[src/rtl/latch_exerciser_pkg.sv]
// Shared definitions for the latch exerciser: FSM encodings, sweep geometry
// and the expected-q table used by both the RTL and the bench.
package latch_exerciser_pkg;

    localparam int VEC_W   = 3;
    localparam int NUM_VEC = 8;

    typedef enum logic [1:0] {
        ST_IDLE  = 2'd0,
        ST_INIT  = 2'd1,
        ST_SWEEP = 2'd2,
        ST_DONE  = 2'd3
    } state_e;

    // Bit k holds the expected q after vector k; INIT always leaves q at 0.
    localparam logic               INIT_EXP_Q  = 1'b0;
    localparam logic [NUM_VEC-1:0] EXP_Q_TABLE = 8'b0010_0000;

    typedef struct packed {
        logic enable;
        logic reset;
        logic d;
    } lat_drive_t;

    function automatic lat_drive_t vec_drive(input logic [VEC_W-1:0] k);
        return lat_drive_t'(k);
    endfunction

endpackage

[src/rtl/latch_exerciser_if.sv]
// Connection between the exerciser (master) and the latch under test (slave).
interface latch_exerciser_if;

    logic lat_d;
    logic lat_enable;
    logic lat_reset;
    logic lat_q;
    logic lat_q_not;

    modport master (
        output lat_d, lat_enable, lat_reset,
        input  lat_q, lat_q_not
    );

    modport slave (
        input  lat_d, lat_enable, lat_reset,
        output lat_q, lat_q_not
    );

endinterface

[src/rtl/latch_exerciser_ref_model.sv]
// Clocked reference model of a D latch with reset: applies one vector per
// update strobe, reset taking priority over enable.
module latch_ref_model (
    input  logic clk,
    input  logic reset_n,
    input  logic update,
    input  logic enable,
    input  logic reset,
    input  logic d,
    input  logic init,
    output logic exp_q
);
    import latch_exerciser_pkg::*;

    always_ff @(posedge clk or negedge reset_n) begin
        if (!reset_n) begin
            exp_q <= 1'b0;
        end else if (update) begin
            if (init)
                exp_q <= INIT_EXP_Q;
            else if (reset)
                exp_q <= 1'b0;
            else if (enable)
                exp_q <= d;
        end
    end

endmodule

[src/rtl/latch_exerciser.sv]
// Drives a D latch through init plus all eight {enable, reset, d} vectors,
// each held H cycles, and counts mismatches against the reference model.
module latch_exerciser
    import latch_exerciser_pkg::*;
#(
    parameter int HOLD_W = 4,
    parameter int ERR_W  = 4
) (
    input  logic                  clk,
    input  logic                  reset_n,
    input  logic                  start,
    input  logic [HOLD_W-1:0]     hold_cycles,
    latch_exerciser_if.master     lat,
    output logic                  busy,
    output logic                  done,
    output logic                  pass,
    output logic [ERR_W-1:0]      err_count,
    output logic [VEC_W-1:0]      vec_idx
);

    state_e              state_q;
    logic [HOLD_W-1:0]   hold_q;
    logic [HOLD_W-1:0]   cnt_q;
    logic [HOLD_W-1:0]   hold_m1;
    logic [VEC_W-1:0]    next_vec;
    lat_drive_t          next_drive;
    logic                exp_q;
    logic                at_check;
    logic                last_vec;
    logic                check_fail;
    logic                model_update;
    logic [ERR_W-1:0]    err_next;

    // Counter reloads with H-1, so a hold of 0 behaves like 1.
    assign hold_m1    = (hold_cycles == '0) ? '0 : hold_cycles - 1'b1;
    assign at_check   = ((state_q == ST_INIT) || (state_q == ST_SWEEP)) && (cnt_q == '0);
    assign last_vec   = (state_q == ST_SWEEP) && (vec_idx == VEC_W'(NUM_VEC - 1));
    assign next_vec   = (state_q == ST_INIT) ? '0 : vec_idx + 1'b1;
    assign next_drive = vec_drive(next_vec);
    assign check_fail = (lat.lat_q != exp_q) || (lat.lat_q_not != ~exp_q);
    assign err_next   = (at_check && check_fail && (err_count != '1)) ? err_count + 1'b1
                                                                      : err_count;

    // Model advances whenever a new vector is loaded onto lat_*.
    assign model_update = ((state_q == ST_IDLE) && start) || (at_check && !last_vec);

    latch_ref_model u_ref (
        .clk     (clk),
        .reset_n (reset_n),
        .update  (model_update),
        .enable  (next_drive.enable),
        .reset   (next_drive.reset),
        .d       (next_drive.d),
        .init    (state_q == ST_IDLE),
        .exp_q   (exp_q)
    );

    // NOTE: every register here uses <= so all branches see pre-edge values.
    always_ff @(posedge clk or negedge reset_n) begin
        if (!reset_n) begin
            state_q        <= ST_IDLE;
            hold_q         <= '0;
            cnt_q          <= '0;
            busy           <= 1'b0;
            done           <= 1'b0;
            pass           <= 1'b0;
            err_count      <= '0;
            vec_idx        <= '0;
            lat.lat_d      <= 1'b0;
            lat.lat_enable <= 1'b0;
            lat.lat_reset  <= 1'b0;
        end else begin
            done <= 1'b0;
            case (state_q)
                ST_IDLE: begin
                    if (start) begin
                        state_q        <= ST_INIT;
                        hold_q         <= hold_m1;
                        cnt_q          <= hold_m1;
                        busy           <= 1'b1;
                        pass           <= 1'b0;
                        err_count      <= '0;
                        vec_idx        <= '0;
                        lat.lat_d      <= 1'b0;
                        lat.lat_enable <= 1'b0;
                        lat.lat_reset  <= 1'b1;
                    end
                end
                ST_INIT, ST_SWEEP: begin
                    err_count <= err_next;
                    if (cnt_q != '0) begin
                        cnt_q <= cnt_q - 1'b1;
                    end else if (last_vec) begin
                        state_q        <= ST_DONE;
                        busy           <= 1'b0;
                        done           <= 1'b1;
                        pass           <= (err_next == '0);
                        lat.lat_d      <= 1'b0;
                        lat.lat_enable <= 1'b0;
                        lat.lat_reset  <= 1'b0;
                    end else begin
                        state_q        <= ST_SWEEP;
                        cnt_q          <= hold_q;
                        vec_idx        <= next_vec;
                        lat.lat_d      <= next_drive.d;
                        lat.lat_enable <= next_drive.enable;
                        lat.lat_reset  <= next_drive.reset;
                    end
                end
                ST_DONE: state_q <= ST_IDLE;
                default: state_q <= ST_IDLE;
            endcase
        end
    end

endmodule
[src/flat_wrapper.sv]
// flat-port wrapper written by rule: the top's interface ports become plain ports
module latch_exerciser_flat import latch_exerciser_pkg::*;
#(
    parameter int HOLD_W = 4,
    parameter int ERR_W  = 4
)
  (clk, reset_n, start, hold_cycles, busy, done, pass, err_count, vec_idx, lat_lat_d, lat_lat_enable, lat_lat_reset, lat_lat_q, lat_lat_q_not);
  latch_exerciser_if lat_i ();
  input  logic clk;
  input  logic reset_n;
  input  logic start;
  input  logic [HOLD_W-1:0] hold_cycles;
  output logic busy;
  output logic done;
  output logic pass;
  output logic [ERR_W-1:0] err_count;
  output logic [VEC_W-1:0] vec_idx;
  output wire logic [$bits(lat_i.lat_d)-1:0] lat_lat_d;
  output wire logic [$bits(lat_i.lat_enable)-1:0] lat_lat_enable;
  output wire logic [$bits(lat_i.lat_reset)-1:0] lat_lat_reset;
  input wire logic [$bits(lat_i.lat_q)-1:0] lat_lat_q;
  input wire logic [$bits(lat_i.lat_q_not)-1:0] lat_lat_q_not;
  assign lat_lat_d = lat_i.lat_d;
  assign lat_lat_enable = lat_i.lat_enable;
  assign lat_lat_reset = lat_i.lat_reset;
  assign lat_i.lat_q = lat_lat_q;
  assign lat_i.lat_q_not = lat_lat_q_not;
  latch_exerciser #(.HOLD_W(HOLD_W), .ERR_W(ERR_W)) u_core (.clk(clk), .reset_n(reset_n), .start(start), .hold_cycles(hold_cycles), .lat(lat_i), .busy(busy), .done(done), .pass(pass), .err_count(err_count), .vec_idx(vec_idx));
endmodule
[config.mk]
export PLATFORM = sky130hd
export DESIGN_NAME = latch_exerciser_flat
export DESIGN_NICKNAME = d
export VERILOG_FILES = /design/src/rtl/latch_exerciser_pkg.sv /design/src/rtl/latch_exerciser_if.sv /design/src/rtl/latch_exerciser_ref_model.sv /design/src/rtl/latch_exerciser.sv /design/src/flat_wrapper.sv
export SDC_FILE = /design/constraint.sdc
export NUM_CORES = 1
export LEC_CHECK = 0
export ABC_AREA = 1
export CORE_UTILIZATION = 53
export CTS_CLUSTER_DIAMETER = 30
export DETAILED_ROUTE_END_ITERATION = 10
export GPL_TIMING_DRIVEN = 0
export HOLD_SLACK_MARGIN = 0.03
export MAX_ROUTING_LAYER = met4
export PLACE_DENSITY_LB_ADDON = 0.15
export SYNTH_ARGS = -nofsm -noshare
export SYNTH_HDL_FRONTEND = slang
export SYNTH_SLANG_ARGS = --single-unit
[constraint.sdc]
create_clock -name clk -period 2.14 [get_ports clk]
set_clock_uncertainty 0.15 [all_clocks]
set_input_delay 0.321 -clock clk [delete_from_list [all_inputs] [get_ports clk]]
set_output_delay 0.321 -clock clk [all_outputs]
set_load 0.02 [all_outputs]
==> impl_metrics.json, run 1 <==
{
  "syn_inst": 183,
  "die-area_um2": 3052,
  "clk_pin_slew_ns": 0.13,
  "async_flop_share_pct": 100.0,
  "power_frac_seq_pct": 29.4,
  "wl_um": 3260,
  "powerDensity_nw_per_um2": 1371,
  "p_switching_uw": 1186,
  "place_hpwl_um": 2528,
  "post-place-cells": 234,
  "grt_max_degree": 25,
  "routabilityCongestion": 0.8727,
  "ys_ff_latch": 24,
  "cts_tree": "built",
  "worst_pin_slew_ns": 1.093,
  "globalRouteOverflowTotal": 0,
  "crit_path_end_kind": "register",
  "maxCapViolations": 0,
  "drt_iter0_drc": 63,
  "synth.avg_cell_area_um2": 8.211,
  "yosysWarningCount": 0,
  "seq_area_frac_synth_pct": 39.97,
  "grt.total_usage_pct": 23.60,
  "avgRoutedWirePerCell_um": 13.70,
  "min_path_type": "register to register",
  "swShare_pct": 48.41,
  "peakVddDrop_mv": 0.9900,
  "post-route-drc-count": 0,
  "fin_crit_ns": 1.950,
  "grt_pass1_wl_um": 5589,
  "synth-edff-count": 0,
  "cp.required_ns": 2.20,
  "reg2reg_slack_ns": 0.19,
  "core-area_um2": 2567,
  "leakagePower_uw": 0.0008620,
  "synthesis.area_um2": 1503,
  "p_total_uw": 2449,
  "drv_slew": 0,
  "cp_data_arrival_time_ns": 2.01,
  "fin_nets": 226,
  "comb_power_share_pct": 60.6,
  "cts_resized": 0,
  "num_vias": 1336,
  "final_cell_count_no_fill": 238,
  "die_w_um": 55.25,
  "rsz0062_at_grt": "no",
  "insertion_delay_ns": 0.32,
  "die_y_um": 55.25,
  "clkSinkCount": 24,
  "fin_hold_ws_ns": 0.3520,
  "slew_headroom_pct": 26.89,
  "clock_path_buffers": 2,
  "ctsHoldBuffers": 0,
  "io_buffer_count": 21,
  "clockPowerShare_pct": 10.0,
  "fin_util_pct": 69.59,
  "intPower_uw": 1264,
  "drive_gt1_share_pct": 11.54,
  "row_count": 18,
  "worstSetupPathType": "register to register",
  "status": "complete, no violations",
  "numCtsBuffers": 3,
  "grt_pass1_vias": 1287,
  "setup_viol_count_final": 0,
  "cp_max_fo": 8,
  "fmax_mhz": 512.8,
  "area_growth_syn_to_layout_pct": 18.90,
  "drt_first_pass_iters": 4,
  "initial_core_util_pct": 58.53,
  "cts_root_buffer": "clkbuf_4",
  "io_pins": 22,
  "vias_per_cell": 5.613,
  "synth_nets": 200,
  "start_kind": "register",
  "setup_tns_ns": 0,
  "post-route-period-util_pct": 91.13,
  "postCtsSetupBuffers": 0,
  "synth_flop_cell": "dfrtp_1",
  "synth_cell_types": 30,
  "grt_antenna_before_repair": 0,
  "ant_nets": 0,
  "antenna_cells": 0,
  "htreeDepth": 1,
  "hold_violations": 0
}
worst max-delay path, stage by stage (launching register included):
cell and delay [ns]:
dfrtp_1 0.40, inv_1 0.09, ha_1 0.29, buf_6 0.15, inv_2 0.10, nor2_4 0.17
inv_1 0.09, nor2_4 0.12, nor2_4 0.06, o21ai_0 0.09, o21ai_0 0.13
final timing paths:
path,startpoint,to,depth (start not counted)
setup / recovery,u_core.state_q[1],u_core.cnt_q[3],10
hold / removal,u_core.busy,u_core.busy,1
setup reg to reg,u_core.state_q[1],u_core.cnt_q[3],10
hold reg to reg,u_core.busy,u_core.busy,1
max in group asynchronous,reset_n,u_core.vec_idx[1],1
min in group asynchronous,reset_n,u_core.err_count[2],1
synth_stat cells, drive strengths merged, types with 2 or more instances:
master	n	share of area, %
nor2	17	7.9
a31oi	2	0.83
dfrtp	24	40
nand3	16	6.5
a21oi	4	1.6
o21ai	23	7.9
ha	8	6.7
o211ai	5	2.5
inv	27	6.7
nand2	44	12
a22o	2	1.2
xor2	2	1.2
logic make-up after synthesis:
kind of cell             share of synthesized area [%]
XOR/XNOR                                         1.166
adder cells (fa/ha/maj)                          6.661
AO/OA/AOI/OAI                                    17.15
flip-flops                                       39.97
buffers and inverters                            7.827
AND/OR/NAND/NOR                                  27.23
metrics by stage:
step | cell area, um^2 | setup WS (ns)
final | 1787 | 0.1898
after floorplan | 1503 | 0.3497
after global placement | 1750 | 0.2280
after detailed placement | 1750 | 0.2157
after global routing | 1787 | 0.06088
after CTS | 1787 | 0.1806
flip-flops by register name, indices dropped and copies added (netlist names):
name                   flops
u_core.vec_idx             3
u_core.hold_q              4
u_core.done                1
u_core.lat.lat_enable      1
u_core.state_q             2
u_core.u_ref.exp_q         1
u_core.busy                1
u_core.err_count           4
u_core.lat.lat_d           1
u_core.lat.lat_reset       1
u_core.cnt_q               4
u_core.pass                1
power by group through the flow:
stage	clock (uW)	combinational (uW)	sequential [uW]
after global placement	0	1420	719
after detailed placement	0	1470	730
after floorplan	0	1060	768
after CTS	253	1490	720
final	244	1490	720
after global routing	267	1660	738
layout by cell type (no fill, tap or decap), types with 5 or more instances in the layout:
master           instances
clkdlybuf4s50_1         21
dfrtp_1                 24
ha_1                     8
inv_1                   24
nand2_1                 41
nand3_1                 14
nor2_1                   9
nor2_4                   7
o211ai_1                 5
o21ai_0                 20
per-layer routing:
metal	routed length, um	global-route usage [%]	vias up
li1	-	-	660
met1	1407	27.85	628
met2	1667	42.51	40
met3	117	2.108	8
met4	68	7.143	0
met5	0	-	-
layout make-up:
cell class,count,area [um^2]
multi-input cells,130,784.5
fillers,213,780.7
flip-flops and latches,24,600.6
repair buffers,21,210.2
inverters,28,106.4
well taps,30,37.54
clock buffers,4,36.28
plain buffers,1,11.26
Power figures use the tool's default switching activity.
==> inputs of run 2 (changes only) <==
--- a/config.mk
+++ b/config.mk
@@ -10,7 +10,7 @@
 export CTS_CLUSTER_DIAMETER = 30
 export DETAILED_ROUTE_END_ITERATION = 10
 export GPL_TIMING_DRIVEN = 0
-export HOLD_SLACK_MARGIN = 0.03
+export HOLD_SLACK_MARGIN = 0.02
 export MAX_ROUTING_LAYER = met4
 export PLACE_DENSITY_LB_ADDON = 0.15
 export SYNTH_ARGS = -nofsm -noshare
==> results of run 2 <==
No change in the layout: final DEF, timing and power equal those of run 1.
